`src/rtl/mips_pkg.sv`:
```
// Shared definitions for the multi-cycle MIPS core: opcodes, functs,
// ALU encoding, FSM states and the control bundle driven into the datapath.
package mips_pkg;

    localparam logic [5:0] OP_RTYPE = 6'h00;
    localparam logic [5:0] OP_J     = 6'h02;
    localparam logic [5:0] OP_BEQ   = 6'h04;
    localparam logic [5:0] OP_BNE   = 6'h05;
    localparam logic [5:0] OP_ADDI  = 6'h08;
    localparam logic [5:0] OP_LW    = 6'h23;
    localparam logic [5:0] OP_SW    = 6'h2B;

    localparam logic [5:0] FN_ADD = 6'h20;
    localparam logic [5:0] FN_SUB = 6'h22;
    localparam logic [5:0] FN_AND = 6'h24;
    localparam logic [5:0] FN_OR  = 6'h25;
    localparam logic [5:0] FN_SLT = 6'h2A;

    typedef enum logic [2:0] {
        ALU_ADD, ALU_SUB, ALU_AND, ALU_OR, ALU_SLT
    } alu_op_e;

    typedef enum logic [3:0] {
        S_FETCH, S_DECODE, S_EXEC, S_WB_ALU, S_ADDR, S_MEM_RD,
        S_WB_MEM, S_MEM_WR, S_BRANCH, S_JUMP, S_HALT
    } state_e;

    typedef enum logic [1:0] {
        SRCB_B, SRCB_4, SRCB_IMM, SRCB_BRANCH
    } srcb_e;

    typedef enum logic [1:0] {
        PC_ALU, PC_ALUOUT, PC_JUMP
    } pc_src_e;

    typedef struct packed {
        logic    pc_we;
        pc_src_e pc_src;
        logic    ir_we;
        logic    mdr_we;
        logic    ab_we;
        logic    out_we;
        logic    srca_pc;
        srcb_e   srcb;
        alu_op_e alu_op;
        logic    rf_we;
        logic    rf_dst_rd;
        logic    rf_from_mdr;
        logic    addr_from_out;
        logic    mem_req;
        logic    mem_we;
        logic    halted;
    } ctl_t;

    function automatic logic funct_legal(input logic [5:0] fn);
        return fn inside {FN_ADD, FN_SUB, FN_AND, FN_OR, FN_SLT};
    endfunction

    function automatic alu_op_e funct_to_alu(input logic [5:0] fn);
        alu_op_e op;
        case (fn)
            FN_SUB:  op = ALU_SUB;
            FN_AND:  op = ALU_AND;
            FN_OR:   op = ALU_OR;
            FN_SLT:  op = ALU_SLT;
            default: op = ALU_ADD;
        endcase
        return op;
    endfunction

endpackage

```
`src/rtl/mips_multi_ctl.sv`:
```
// Control FSM for the multi-cycle MIPS core: sequences each instruction
// and drives datapath enables, mux selects and the ALU operation.
module mips_multi_ctl
    import mips_pkg::*;
#(
    parameter bit HALT_ON_ILLEGAL = 1'b1
) (
    input  logic       clk,
    input  logic       rst_n,
    input  logic [5:0] op_i,
    input  logic [5:0] funct_i,
    input  logic       zero_i,
    input  logic [1:0] alu_lo_i,
    input  logic       mem_ready_i,
    output ctl_t       ctl_o
);

    state_e state_q, state_d, ill_state;
    ctl_t   c;

    always_ff @(posedge clk or negedge rst_n) begin
        if (!rst_n) state_q <= S_FETCH;
        else        state_q <= state_d;
    end

    always_comb begin
        state_d   = state_q;
        c         = '0;
        ill_state = HALT_ON_ILLEGAL ? S_HALT : S_FETCH;
        case (state_q)
            S_FETCH: begin
                c.mem_req = rst_n;
                c.srca_pc = 1'b1;
                c.srcb    = SRCB_4;
                if (mem_ready_i) begin
                    c.ir_we  = 1'b1;
                    c.pc_we  = 1'b1;
                    c.pc_src = PC_ALU;
                    state_d  = S_DECODE;
                end
            end
            S_DECODE: begin
                c.ab_we   = 1'b1;
                c.out_we  = 1'b1;
                c.srca_pc = 1'b1;
                c.srcb    = SRCB_BRANCH;
                unique case (1'b1)
                    (op_i == OP_RTYPE && funct_legal(funct_i)),
                    (op_i == OP_ADDI):                  state_d = S_EXEC;
                    (op_i == OP_LW || op_i == OP_SW):   state_d = S_ADDR;
                    (op_i == OP_BEQ || op_i == OP_BNE): state_d = S_BRANCH;
                    (op_i == OP_J):                     state_d = S_JUMP;
                    default:                            state_d = ill_state;
                endcase
            end
            S_EXEC: begin
                c.out_we = 1'b1;
                c.srcb   = (op_i == OP_RTYPE) ? SRCB_B : SRCB_IMM;
                c.alu_op = (op_i == OP_RTYPE) ? funct_to_alu(funct_i)
                                              : ALU_ADD;
                state_d  = S_WB_ALU;
            end
            S_WB_ALU: begin
                c.rf_we     = 1'b1;
                c.rf_dst_rd = (op_i == OP_RTYPE);
                state_d     = S_FETCH;
            end
            S_ADDR: begin
                c.out_we = 1'b1;
                c.srcb   = SRCB_IMM;
                if (alu_lo_i != 2'b00) state_d = ill_state;
                else if (op_i == OP_LW) state_d = S_MEM_RD;
                else state_d = S_MEM_WR;
            end
            S_MEM_RD: begin
                c.mem_req       = 1'b1;
                c.addr_from_out = 1'b1;
                if (mem_ready_i) begin
                    c.mdr_we = 1'b1;
                    state_d  = S_WB_MEM;
                end
            end
            S_WB_MEM: begin
                c.rf_we       = 1'b1;
                c.rf_from_mdr = 1'b1;
                state_d       = S_FETCH;
            end
            S_MEM_WR: begin
                c.mem_req       = 1'b1;
                c.mem_we        = 1'b1;
                c.addr_from_out = 1'b1;
                if (mem_ready_i) state_d = S_FETCH;
            end
            S_BRANCH: begin
                c.srcb   = SRCB_B;
                c.alu_op = ALU_SUB;
                if ((op_i == OP_BEQ) == zero_i) begin
                    c.pc_we  = 1'b1;
                    c.pc_src = PC_ALUOUT;
                end
                state_d = S_FETCH;
            end
            S_JUMP: begin
                c.pc_we  = 1'b1;
                c.pc_src = PC_JUMP;
                state_d  = S_FETCH;
            end
            S_HALT:  c.halted = 1'b1;
            default: state_d = S_FETCH;
        endcase
    end

    assign ctl_o = c;

endmodule

```
`src/rtl/mips_multi.sv`:
```
// Multi-cycle MIPS core datapath: PC/IR/MDR/A/B/ALUOut, register file
// and shared ALU behind a single wait-state memory port.
module mips_multi
    import mips_pkg::*;
#(
    parameter logic [31:0] RESET_PC        = 32'h0000_0000,
    parameter bit          HALT_ON_ILLEGAL = 1'b1
) (
    input  logic        clk,
    input  logic        reset,
    output logic        mem_req,
    output logic        mem_we,
    output logic [31:0] mem_addr,
    output logic [31:0] mem_wdata,
    input  logic [31:0] mem_rdata,
    input  logic        mem_ready,
    output logic        halted,
    output logic [31:0] pc_out
);

    logic [1:0]  sync_q;
    logic        rst_n;
    ctl_t        ctl;
    logic [31:0] pc_q, pc_d, ir_q, mdr_q, a_q, b_q, out_q;
    logic [31:0] rf_q [32];
    logic [31:0] imm, alu_a, alu_b, alu_y, rf_wd;
    logic [4:0]  rf_wa;

    // Assertion is immediate; release is held off two edges.
    always_ff @(posedge clk or negedge reset) begin
        if (!reset) sync_q <= 2'b00;
        else        sync_q <= {sync_q[0], 1'b1};
    end
    assign rst_n = sync_q[1];

    mips_multi_ctl #(
        .HALT_ON_ILLEGAL(HALT_ON_ILLEGAL)
    ) u_ctl (
        .clk        (clk),
        .rst_n      (rst_n),
        .op_i       (ir_q[31:26]),
        .funct_i    (ir_q[5:0]),
        .zero_i     (alu_y == 32'd0),
        .alu_lo_i   (alu_y[1:0]),
        .mem_ready_i(mem_ready),
        .ctl_o      (ctl)
    );

    assign imm   = {{16{ir_q[15]}}, ir_q[15:0]};
    assign alu_a = ctl.srca_pc ? pc_q : a_q;

    always_comb begin
        case (ctl.srcb)
            SRCB_B:   alu_b = b_q;
            SRCB_4:   alu_b = 32'd4;
            SRCB_IMM: alu_b = imm;
            default:  alu_b = {imm[29:0], 2'b00};
        endcase
    end

    always_comb begin
        case (ctl.alu_op)
            ALU_SUB: alu_y = alu_a - alu_b;
            ALU_AND: alu_y = alu_a & alu_b;
            ALU_OR:  alu_y = alu_a | alu_b;
            ALU_SLT: alu_y = {31'd0, $signed(alu_a) < $signed(alu_b)};
            default: alu_y = alu_a + alu_b;
        endcase
    end

    always_comb begin
        case (ctl.pc_src)
            PC_ALU:    pc_d = alu_y;
            PC_ALUOUT: pc_d = out_q;
            PC_JUMP:   pc_d = {pc_q[31:28], ir_q[25:0], 2'b00};
            default:   pc_d = pc_q;
        endcase
    end

    always_ff @(posedge clk or negedge rst_n) begin
        if (!rst_n) begin
            pc_q  <= RESET_PC;
            ir_q  <= '0;
            mdr_q <= '0;
            a_q   <= '0;
            b_q   <= '0;
            out_q <= '0;
        end else begin
            if (ctl.pc_we)  pc_q  <= pc_d;
            if (ctl.ir_we)  ir_q  <= mem_rdata;
            if (ctl.mdr_we) mdr_q <= mem_rdata;
            if (ctl.out_we) out_q <= alu_y;
            if (ctl.ab_we) begin
                a_q <= rf_q[ir_q[25:21]];
                b_q <= rf_q[ir_q[20:16]];
            end
        end
    end

    assign rf_wa = ctl.rf_dst_rd ? ir_q[15:11] : ir_q[20:16];
    assign rf_wd = ctl.rf_from_mdr ? mdr_q : out_q;

    always_ff @(posedge clk or negedge rst_n) begin
        if (!rst_n) begin
            for (int i = 0; i < 32; i++) rf_q[i] <= '0;
        end else if (ctl.rf_we && rf_wa != 5'd0) begin
            rf_q[rf_wa] <= rf_wd;
        end
    end

    assign mem_req   = ctl.mem_req;
    assign mem_we    = ctl.mem_we;
    assign mem_addr  = ctl.addr_from_out ? out_q : pc_q;
    assign mem_wdata = b_q;
    assign halted    = ctl.halted;
    assign pc_out    = pc_q;

endmodule

```
`config.mk`:
```
export PLATFORM = sky130hd
export DESIGN_NAME = mips_multi
export DESIGN_NICKNAME = d
export VERILOG_FILES = /design/src/rtl/mips_pkg.sv /design/src/rtl/mips_multi_ctl.sv /design/src/rtl/mips_multi.sv
export SDC_FILE = /design/constraint.sdc
export NUM_CORES = 2
export LEC_CHECK = 0
export BUFFER_PORTS_ARGS = -buffer_cell sky130_fd_sc_hd__buf_2
export CAP_MARGIN = 20
export CORE_ASPECT_RATIO = 1.75
export CORE_MARGIN = 2
export CORE_UTILIZATION = 55
export DETAILED_ROUTE_END_ITERATION = 16
export PLACE_DENSITY = 0.68
export SLEW_MARGIN = 20
export SYNTH_ARGS = -nofsm -noshare
export SYNTH_HDL_FRONTEND = slang
export SYNTH_SLANG_ARGS = --single-unit
```
`constraint.sdc`:
```
create_clock -name clk -period 43.3 [get_ports clk]
set_input_delay 6.495 -clock clk [delete_from_list [all_inputs] [get_ports clk]]
set_output_delay 6.495 -clock clk [all_outputs]
set_load 0.02 [all_outputs]
```
# Word-level counts from Yosys, hierarchy flattened
# Cells that the tools add are included.
# word_totals
ff_bits,1222
out_inout_bits,99
# classes
add_sub_neg,2
order_cmp,5
n_eq_ne,33
mux,44
n_bitwise,7
n_reduce_logical,23
# ops
op,count
1024-bit bitwise mux,1
32-bit binary-select mux with 5-bit select,2
32-bit 2-to-1 mux,8
32-bit case mux with 3 select lines,2
32-bit demux with 5-bit select,1
32-bit case mux with 4 select lines,1
6-bit equality test (second input constant),7
32-bit adder,1
32-bit AND,1
32-bit logical NOT,1
32-bit < comparator,1
32-bit bitwise OR,1
32-bit subtractor,1
4-bit case mux with 7 select lines,1
4-bit 2-to-1 mux,5
6-bit >= comparator (second input constant),3
5-bit inverter with 6-bit output,3
4-bit by 3-bit equality test with 1-bit output (second input constant),4
4-bit case mux with 4 select lines,1
4-bit equality test (second input constant),3
6-bit by 3-bit equality test with 1-bit output (second input constant),2
1-bit 2-to-1 mux,12
3-bit case mux with 4 select lines,1
5-bit nonzero test,2
32 further kinds,49

# Logic depth before layout (Yosys ltp)
# depth
ltp_word,14
depth_mapped,32
ltp_nobuf,27

# Hierarchy
# Synthesis repeated with hierarchy kept, for this count alone.
# unflattened
hier_cells,5981
hier_area_um2,66761.5
# by_module_without_submodules
module,instances,cells_each,area_each_um2
mips_multi,1,5881,66093.4
mips_multi_ctl,1,100,668.1

# Worst setup path after synthesis
# Ideal clock, no wire load.
# synth_path
path_kind,register -> output
startpoint,register sync_q[1]
endpoint,output port mem_req
t_arrival_ns,29.024
t_required_ns,36.805
path_slack_ns,7.781
path_stages_with_launch,3
n_path_buf,0
cell_sequence,dfrtp_1 > a31oi_1 > nor2_1
# synth_via
elab_chain_cells,1
# synth_lines
item,line,text
"start, declared",mips_multi.sv:21,logic [1:0] sync_q;
"start signal, assigned",mips_multi.sv:32,"else sync_q <= {sync_q[0], 1'b1};"
1-bit case mux with 2 select lines,mips_multi_ctl.sv:30,case (state_q)
"end, declared",mips_multi.sv:11,"output logic mem_req,"
# Every way passes these cells.

# Worst setup path in the final report
# layout_path
startpoint,register u_ctl.state_q[0]
endpoint,"register pc_q[13], in the netlist pc_out[13]"
# layout_via
elab_chain_cells,13
elab_cells_between_ends,35
cone_classes,add/sub: 2; order compare: 1; eq/ne: 14; mux: 9; bitwise: 2; reduce/logical: 7
# layout_lines
item,line,text
"start, declared",mips_multi_ctl.sv:18,"state_e state_q, state_d, ill_state;"
"start signal, assigned",mips_multi_ctl.sv:23,else state_q <= state_d;
4-bit by 3-bit equality test with 1-bit output (tied with other cells),mips_multi_ctl.sv:30,
2-bit case mux with 4 select lines or 2-bit OR reduction (tied branches),n/a,
2-bit equality test (tied with other cells),mips_multi.sv:53,case (ctl.srcb)
32-bit case mux with 3 select lines or 32-bit 2-to-1 mux (tied branches),"mips_multi.sv:53, mips_multi.sv:50",
32-bit adder (tied with other cells),mips_multi.sv:67,default: alu_y = alu_a + alu_b;
32-bit case mux with 4 select lines,mips_multi.sv:62,case (ctl.alu_op)
32-bit logical NOT,mips_multi.sv:43,".zero_i (alu_y == 32'd0),"
1-bit equality test,mips_multi_ctl.sv:97,if ((op_i == OP_BEQ) == zero_i) begin
3-bit 2-to-1 mux,mips_multi_ctl.sv:97,
3-bit case mux with 3 select lines,mips_multi_ctl.sv:30,
2-bit equality test (tied with other cells),mips_multi.sv:72,case (ctl.pc_src)
3-bit nonzero test (no source line),n/a,
2-bit AND reduction (no source line),n/a,
"end signal, assigned",mips_multi.sv:89,if (ctl.pc_we) pc_q <= pc_d;
"end, declared",mips_multi.sv:24,"logic [31:0] pc_q, pc_d, ir_q, mdr_q, a_q, b_q, out_q;"
# Parallel ways exist; a longest one is shown, timed or not.
# A chain may end at the register's enable or synchronous reset.

==> impl_metrics.env <==
export IMPL_synthTopCellsByCount="dfrtp_1 (1,222), nor2_1 (754), nand2_1 (672)"
export IMPL_synth_top_flop_cell="dfrtp_1"
export IMPL_pin_count=134
export IMPL_crit_type="register to register"
export IMPL_rsz0062_at_grt="no"
export IMPL_rows=169
export IMPL_grt_pass1_vias=51000
export IMPL_grtUsageTotal_pct=39.0
export IMPL_path_clk_slew_ns=0.08
export IMPL_num_vias=51400
export IMPL_syn_area_um2=66700
export IMPL_synth_area_per_cell_um2=11.0
export IMPL_ys_seq_elements=1222
export IMPL_cts_buffers=111
export IMPL_ctsRootBufferMaster="clkbuf_16"
export IMPL_status="complete, no violations"
export IMPL_gp_congestion=1.08
export IMPL_postRouteAntennaNets=0
export IMPL_p_leak_nw=31.1
export IMPL_final_hold_violation_count=0
export IMPL_cts_sinks=1222
export IMPL_power_density_nw_per_um2=88.6
export IMPL_cts_tree="done"
export IMPL_synth_cells=6067
export IMPL_max_slew_margin_pct=18.5
export IMPL_synthArstFlopShare_pct=100
export IMPL_critPathArrivalTime_ns=10.64
export IMPL_coreArea_um2=121000
export IMPL_start_kind="register"
export IMPL_clock_skew_final_ns=0.0600
export IMPL_fin_area_um2=72600
export IMPL_die_area_um2=124000
export IMPL_first_iter_violations=6040
export IMPL_vdd_drop_max_mv=0.0622
export IMPL_cpMaxStageDelayCell="ha_2"
export IMPL_wl_per_cell_um=31.2
export IMPL_hpwl_mm=145
export IMPL_cts_resized_gates=0
export IMPL_drc=0
export IMPL_nets=5979
export IMPL_slew_violations=0
export IMPL_yosysTopAreaCellShare_pct=45.8
export IMPL_ys_warn_count=0
export IMPL_grt_max_degree=181
export IMPL_cp_slowest_stage_delay_ns=1.11
export IMPL_die_w_um=267
export IMPL_area_delta_synth_final_pct=8.77
export IMPL_synth_distinct_cells=83
export IMPL_drive_gt1_share_pct=22.8
export IMPL_yosysMostFrequentCell="dfrtp_1"
export IMPL_fin_crit_sh_pct=23.2
export IMPL_grt_pass1_wl_mm=347
export IMPL_htree_levels=3
export IMPL_setup_viol=0
export IMPL_antenna_found_initial=31
export IMPL_fin_setup_tns_ns=0
export IMPL_hold_class="register to async pin"
export IMPL_syn_nets=6203
export IMPL_viasPerCell=6.78
export IMPL_synth_edf_count=0
export IMPL_cts_path_max_buffers=3
export IMPL_cap_viol_max_count=0
export IMPL_routed_wl_mm=237
export IMPL_critPathBufInv=4
export IMPL_endpoint_kind="register"
export IMPL_ys_seq_area_share_pct=45.8
export IMPL_clk_latency_ns=0.78
export IMPL_crit_fanout=52
export IMPL_portBuffers=133
export IMPL_holdBufCountCts=0
export IMPL_critPathRequiredTime_ns=43.91
export IMPL_worstMarginPinSlew_ns=1.22
export IMPL_die_height_um=465
export IMPL_cp_top_family="compound AO/OA/AOI/OAI gates"
export IMPL_cpMostUsedCell="nor2_1"
export IMPL_first_pass_iters=10
export IMPL_grt_overflow=0
export IMPL_initial_core_util_pct=55.3
export IMPL_dpl_instance_area_um2=68600
export IMPL_post_cts_buffers=0
export IMPL_yosys_top_cells_area="dfrtp_1 (46%), mux4_2 (22%), a21oi_1 (5.0%), o21ai_0 (4.3%), nor2_1 (4.2%)"
export IMPL_fmaxAchievable_mhz=99.6
export IMPL_whs_ns=0.256
export IMPL_post_route_min_period_ns=10.04
export IMPL_yosys_area_top_type="dfrtp_1"
[layer usage]
metal  wire (um)  GRT usage, %  up-vias  part of all wire (%)
li1            -             -    21600                     -
met1       82100          47.7    26000                    35
met2      113000          60.6     2919                    48
met3       23100          10.1      868                   9.8
met4       18400          27.1       24                   7.8
met5         181             0        -                 0.076
[sequential cells by signal, indices dropped and copies added, names as in the netlist]
register and count:
mem_wdata 32, sync_q 2, rf_q 1024, mdr_q 32, u_ctl.state_q 4, a_q 32, pc_out 32, out_q 32
ir_q 32
[layout make-up]
type	instances	area (um^2)
diodes	20	50.0
clock buffers	151	3110
clock inverters	57	731
fillers	9712	48200
inverters	106	398
multi-input cells	4144	33900
flip-flops and latches	1222	30600
well taps	1624	2030
repair buffers	258	1740
[through the flow]
step / std cells / power [W] / setup WS, ns / utilization [%]
6_report: 7582 / 0.00643 / 33.26 / 60.1
2_1_floorplan: 6067 / 0.00412 / 6.69 / -
5_1_grt: 7566 / 0.00671 / 32.89 / 60.1
3_5_place_dp: 7349 / 0.00525 / 33.62 / 56.8
4_1_cts: 7557 / 0.00631 / 33.56 / 60.0
3_3_place_gp: 7349 / 0.00520 / 33.75 / 56.8
[report_power, final]
group | internal (W) | total (W) | switching (W)
combinational | 0.00136 | 0.00339 | 0.00203
clock | 0.000585 | 0.00106 | 0.000472
sequential | 0.00152 | 0.00199 | 0.000463
total | 0.00347 | 0.00643 | 0.00296
[final timing paths]
path	startpoint	endpoint	slack, ns	cells past startpoint
max in group asynchronous	reset	sync_q[1]	37.68	1
worst max-delay path	u_ctl.state_q[0]	pc_out[13]	33.26	27
worst min register to register	sync_q[1]	mem_wdata[11]	0.26	0
min in group clk	sync_q[0]	sync_q[1]	0.35	0
worst min-delay path	sync_q[1]	mem_wdata[11]	0.26	0
worst max register to register	u_ctl.state_q[0]	pc_out[13]	33.26	27
[placed cells by master, fill, tap and decap left out, types with 47 or more instances in the layout]
master / instances
a21oi_1: 669
a31oi_1: 47
buf_2: 133
buf_4: 114
clkbuf_16: 111
dfrtp_1: 1211
ha_1: 98
inv_1: 103
mux2_2: 144
mux4_2: 640
nand2_1: 662
nor2_1: 737
o21ai_0: 567
[kinds of logic after synthesis]
logic type	count (synthesis)	synth area share, %
flops	1222	45.8
buf+inv	701	3.98
simple gates	1632	10.0
fa+ha+maj	101	1.92
xor+xnor	15	0.197
mux	879	25.5
other cells	1	0.00562
compound gates	1516	12.6
(Power assumes the default switching activity.)
